$ cat config.mk
export PLATFORM = sky130hd
export DESIGN_NAME = input_port_controller
export DESIGN_NICKNAME = d
export VERILOG_FILES = /design/src/rtl/input_port_controller_pkg.sv /design/src/rtl/input_port_controller_flit_fifo.sv /design/src/rtl/input_port_controller.sv
export SDC_FILE = /design/constraint.sdc
export NUM_CORES = 1
export LEC_CHECK = 0
export ABC_AREA = 1
export CAP_MARGIN = 20
export CORE_MARGIN = 2
export CORE_UTILIZATION = 47
export DETAILED_ROUTE_END_ITERATION = 8
export MAX_ROUTING_LAYER = met4
export PLACE_DENSITY = 0.8
export SLEW_MARGIN = 20
export SYNTH_ARGS = -nofsm -noshare
export SYNTH_HDL_FRONTEND = slang
export SYNTH_SLANG_ARGS = --single-unit
$ cat constraint.sdc
create_clock -name clk -period 1.8 [get_ports clk]
set_input_delay 0.27 -clock clk [delete_from_list [all_inputs] [get_ports clk]]
set_output_delay 0.27 -clock clk [all_outputs]
set_load 0.05 [all_outputs]
$ cat src/rtl/input_port_controller_pkg.sv
// Shared NoC definitions: flit-type codes and input-port FSM encodings,
// also used by the head-flit decoder and the switch allocator.
package input_port_controller_pkg;

    typedef enum logic [1:0] {
        FLIT_BODY   = 2'b00,
        FLIT_HEAD   = 2'b01,
        FLIT_TAIL   = 2'b10,
        FLIT_SINGLE = 2'b11
    } flit_type_e;

    typedef enum logic [1:0] {
        S_IDLE    = 2'b00,
        S_ROUTE   = 2'b01,
        S_FORWARD = 2'b10
    } ipc_state_e;

    localparam int FLIT_TYPE_W = 2;

    function automatic logic starts_packet(input flit_type_e t);
        return (t == FLIT_HEAD) || (t == FLIT_SINGLE);
    endfunction

    function automatic logic ends_packet(input flit_type_e t);
        return (t == FLIT_TAIL) || (t == FLIT_SINGLE);
    endfunction

endpackage

$ cat src/rtl/input_port_controller_flit_fifo.sv
// Circular flit buffer; front reads as zero when empty.
module flit_fifo #(
    parameter int WIDTH = 16,
    parameter int DEPTH = 4
) (
    input  logic             clk,
    input  logic             rst,
    input  logic             push,
    input  logic [WIDTH-1:0] din,
    input  logic             pop,
    output logic             full,
    output logic             empty,
    output logic [WIDTH-1:0] front
);
    localparam int AW = $clog2(DEPTH);
    localparam logic [AW-1:0] PTR_ONE  = AW'(1);
    localparam logic [AW:0]   CNT_ONE  = (AW+1)'(1);
    localparam logic [AW:0]   CNT_FULL = (AW+1)'(DEPTH);

    logic [WIDTH-1:0] mem_q [DEPTH];
    logic [AW-1:0]    wr_ptr_q, rd_ptr_q;
    logic [AW:0]      count_q;

    assign full  = (count_q == CNT_FULL);
    assign empty = (count_q == '0);
    assign front = empty ? '0 : mem_q[rd_ptr_q];

    // Pointers are AW bits wide, so increments wrap modulo DEPTH for free.
    always_ff @(posedge clk or negedge rst) begin
        if (!rst) begin
            wr_ptr_q <= '0;
            rd_ptr_q <= '0;
            count_q  <= '0;
        end else begin
            if (push) wr_ptr_q <= wr_ptr_q + PTR_ONE;
            if (pop)  rd_ptr_q <= rd_ptr_q + PTR_ONE;
            case ({push, pop})
                2'b10:   count_q <= count_q + CNT_ONE;
                2'b01:   count_q <= count_q - CNT_ONE;
                default: count_q <= count_q;
            endcase
        end
    end

    always_ff @(posedge clk) begin
        if (push) mem_q[wr_ptr_q] <= din;
    end

endmodule

$ cat src/rtl/input_port_controller.sv
// NoC router input port: buffers flits, latches the head-flit route,
// requests the switch and streams the packet to the crossbar.
module input_port_controller
    import input_port_controller_pkg::*;
#(
    parameter int N             = 4,
    parameter int DATA_WIDTH    = 8,
    parameter int PhitPerFlit   = 2,
    parameter int REQUEST_WIDTH = 2,
    parameter int FIFO_DEPTH    = 4,
    localparam int FLIT_WIDTH   = PhitPerFlit * DATA_WIDTH
) (
    input  logic                     clk,
    input  logic                     rst,
    input  logic [FLIT_WIDTH-1:0]    data_in,
    input  logic                     valid_in,
    output logic                     ready_in,
    output logic [FLIT_WIDTH-1:0]    head_flit,
    input  logic [REQUEST_WIDTH-1:0] request_message,
    output logic [REQUEST_WIDTH-1:0] route_req,
    output logic                     req_valid,
    input  logic                     grant,
    output logic [FLIT_WIDTH-1:0]    data_out,
    output logic                     valid_out,
    input  logic                     ready_out,
    output logic                     error
);
    if (FIFO_DEPTH < 2 || (FIFO_DEPTH & (FIFO_DEPTH - 1)) != 0) begin : g_chk_depth
        $error("FIFO_DEPTH must be a power of two, at least 2");
    end
    if ((1 << REQUEST_WIDTH) < N) begin : g_chk_req
        $error("REQUEST_WIDTH too narrow to address N ports");
    end

    ipc_state_e               state_q, state_d;
    logic [REQUEST_WIDTH-1:0] route_q, route_d;
    logic                     full, empty, push, pop;
    logic [FLIT_WIDTH-1:0]    front;
    flit_type_e               front_type;

    // Full blocks the write even when a pop frees a slot in the same cycle.
    assign ready_in   = !full;
    assign push       = valid_in && ready_in;
    assign head_flit  = front;
    assign data_out   = front;
    assign route_req  = route_q;
    assign front_type = flit_type_e'(front[FLIT_WIDTH-1 -: FLIT_TYPE_W]);

    flit_fifo #(
        .WIDTH (FLIT_WIDTH),
        .DEPTH (FIFO_DEPTH)
    ) u_fifo (
        .clk   (clk),
        .rst   (rst),
        .push  (push),
        .din   (data_in),
        .pop   (pop),
        .full  (full),
        .empty (empty),
        .front (front)
    );

    always_ff @(posedge clk or negedge rst) begin
        if (!rst) begin
            state_q <= S_IDLE;
            route_q <= '0;
        end else begin
            state_q <= state_d;
            route_q <= route_d;
        end
    end

    always_comb begin
        state_d   = state_q;
        route_d   = route_q;
        pop       = 1'b0;
        error     = 1'b0;
        req_valid = 1'b0;
        valid_out = 1'b0;
        case (state_q)
            S_IDLE: begin
                if (!empty) begin
                    if (starts_packet(front_type)) begin
                        route_d = request_message;
                        state_d = S_ROUTE;
                    end else begin
                        // Orphan body/tail with no head: drop it and flag.
                        pop   = 1'b1;
                        error = 1'b1;
                    end
                end
            end
            S_ROUTE: begin
                req_valid = 1'b1;
                if (grant) state_d = S_FORWARD;
            end
            S_FORWARD: begin
                req_valid = 1'b1;
                valid_out = !empty;
                if (valid_out && ready_out) begin
                    pop = 1'b1;
                    if (ends_packet(front_type)) state_d = S_IDLE;
                end
            end
            default: state_d = S_IDLE;
        endcase
    end

endmodule
==> metrics <==
WL final 7640 microns; Via density 5.01; # diodes 0; Worst-Skew Late Latency 350 ps; top cell type's share of synthesized area 57.7%; Final Cycle Share 113%; Final Cell Area 0.00491 sq mm; Die ar. 0.00778 sq mm; delay of the slowest critical-path stage 470 ps; HP Class input pin to asynchronous set/reset pin; Seq cells post-synth 75; ys async rst share 14.7%; Worst path most repeated cell nand2_2; Worst path slowest cell dfrtp_2; DRC viols 0; WHS 283 ps; Yosys cell types 20; vias in the first global route 2539; crit-path cells buf_6 -> nand2_2 -> nand3_2 -> nand2_2 -> nand3_2 -> nand2_2 -> ha_4 -> inv_2 -> fa_2 -> a21oi_2 -> o21ai_2 -> xor2_1; CTS tree done; first-pass GRT wire length 12100 microns; Layout area overhead 47.4%; failing checks setup timing; Synth Cell Area 0.00333 sq mm; Hold Vio Cnt, Final 0; htree depth 3; cell taking the most area after synthesis edfxtp_1; largest net degree at the start of global routing 19; Starting DRT DRC Count 126; Area contributors post-synth edfxtp_1 58%, dfrtp_1 8.3%, nor2_1 7.2%; Crit. End Element flip-flop; die width 88.2 microns; Core Footprint 0.00683 sq mm; Avg Inst Size Synth 11.4 sq um; placed cell area 0.00428 sq mm; Total GRT Usage 22.2%; HPWL Detailed 4500 microns; WP data required 2020 ps; Post-synth EDFFs 64; cts bufs inserted 9; final slew viol count 0; Worst-Margin Slew 568 ps; CTS clock-pin slew for the worst setup and hold paths 70 ps; commonest register cell after synthesis edfxtp_1; Setup CP Type flip-flop to flip-flop; Final min period 2030 ps; wire length per cell 15.9 microns; clk root buf clkbuf_8; drt pass-1 iters 4; global route total overflow 0; vias 2404; Final WS setup -226 ps; Max-cap violations 0; skew final 7.98 ps; relative slew slack 62.0%; Arr. time, crit path 2250 ps; Synthesized Nets 324; GPL Wtd Cong 0.766; status finished with violations; port buffer count 60; sequential area share after synthesis 65.9%; Synth warnings 0; share of cells above drive strength 1 41.4%; DRT antenna net count 0; f_max 0.494 GHz; RSZ-0062 raised after global routing true; chip height 88.2 microns; Initial Util 48.8%; initial antenna violation count 0; nets@finish 412; Sink Count 75; Max clock buf depth 2; Startpoint Class flip-flop; most frequent cells after synthesis 64 x edfxtp_1, 64 x nor2_1, 30 x o21ai_0; Critical Path Fanout Max 4; final setup fails 36; io pins 61; # rows 30; Syn Inst Count 291
[worst max-delay path: cells and delay by family (launching register included)]
family                   cells  cell delay [ps]
AND/OR/NAND/NOR              5              400
adder cells (fa/ha/maj)      2              480
XOR/XNOR                     1              140
buffers and inverters        2              190
flip-flops                   1              470
AO/OA/AOI/OAI                2              210
[cells in the final DEF, fill, tap and decap left out, types with 2 or more instances in the layout]
master and instances:
dfrtp_1 9, a21oi_1 2, a21oi_4 14, nand2_2 9, buf_6 37, o21ai_0 3, o21ai_2 9, inv_1 14
nor2_2 10, clkbuf_1 3, dfrtp_2 2, inv_2 2, inv_4 2, edfxtp_1 64, o21ai_1 18, nand2_1 20
nand2_4 2, ha_4 2, nor2_4 3, ha_1 7, nand4_1 2, buf_4 32, nand3_1 3, xor2_1 3
clkbuf_8 10, nand3_2 7, nor2_1 51, buf_12 9, clkdlybuf4s50_1 22, buf_16 2
[cell type report]
cell class              instances  area (sq um)
inverters                      20          88.8
clock buffers                  13           149
repair buffers                104          1130
multi-input cells             169          1180
well taps                      96           120
flip-flops and latches         75          2200
fillers                       452          1920
clock inverters                 3          38.8
[final timing paths]
| kind | slack [ps] | endpoint | cells past startpoint | from |
|---|---|---|---|---|
| max | -230 | u_fifo.count_q[2] | 12 | u_fifo.rd_ptr_q[0] |
| min | 280 | route_req[1] | 1 | rst |
| max reg2reg | -230 | u_fifo.count_q[2] | 12 | u_fifo.rd_ptr_q[0] |
| min reg2reg | 500 | route_req[1] | 2 | route_req[1] |
| max in group asynchronous | 1110 | u_fifo.rd_ptr_q[1] | 1 | rst |
| min in group clk | 500 | route_req[1] | 2 | route_req[1] |
[registers in the layout, indices dropped and copies added, names as in the netlist]
name             flops
route_req            2
state_q              2
u_fifo.count_q       3
u_fifo.mem_q        64
u_fifo.rd_ptr_q      2
u_fifo.wr_ptr_q      2
[timing repair]
| item | in CTS | in global routing |
|---|---|---|
| buffers inserted | 10 | 3 |
| hold buffers | 0 | 0 |
| endpoints found under the hold margin | 0 | 0 |
| endpoints found under the setup margin | 36 | 38 |
| pin swaps | 17 | 11 |
| cloned | 2 | 0 |
| gates resized for setup | 94 | 17 |
[per-stage QoR]
step | setup WS, ps | setup TNS (ps) | utilization, % | cells
CTS | -211 | -4710 | 70.9 | 478
floorplan | -106 | -979 | - | 291
global placement | -256 | -411 | 62.6 | 450
detailed placement | -349 | -749 | 62.6 | 450
global route | -326 | -9010 | 71.9 | 480
finish | -226 | -6210 | 71.9 | 480
[kinds of logic (layout without fill, tap and decap cells)]
| kind of cell | count (synthesis) | count (layout) | share of synthesized area [%] |
|---|---|---|---|
| AOI/OAI and AO/OA | 47 | 47 | 7.06 |
| xor gates and xnor gates | 4 | 4 | 1.05 |
| adders and majority gates | 10 | 10 | 3.98 |
| buffers and inverters | 47 | 140 | 8.11 |
| DFF | 75 | 75 | 65.9 |
| and+or+nand+nor | 108 | 108 | 13.9 |
[metal layers]
layer  up-vias  share of wire, %  GRT usage (%)
met1      1175                42           25.5
met4         0               2.6           12.1
met5         -                 0              -
li1       1143                 -              -
met3        20               3.3           4.15
met2        66                52           36.6
Power is not shown: default switching activity piles up to over one toggle a cycle in this logic, so the estimate is an artifact.
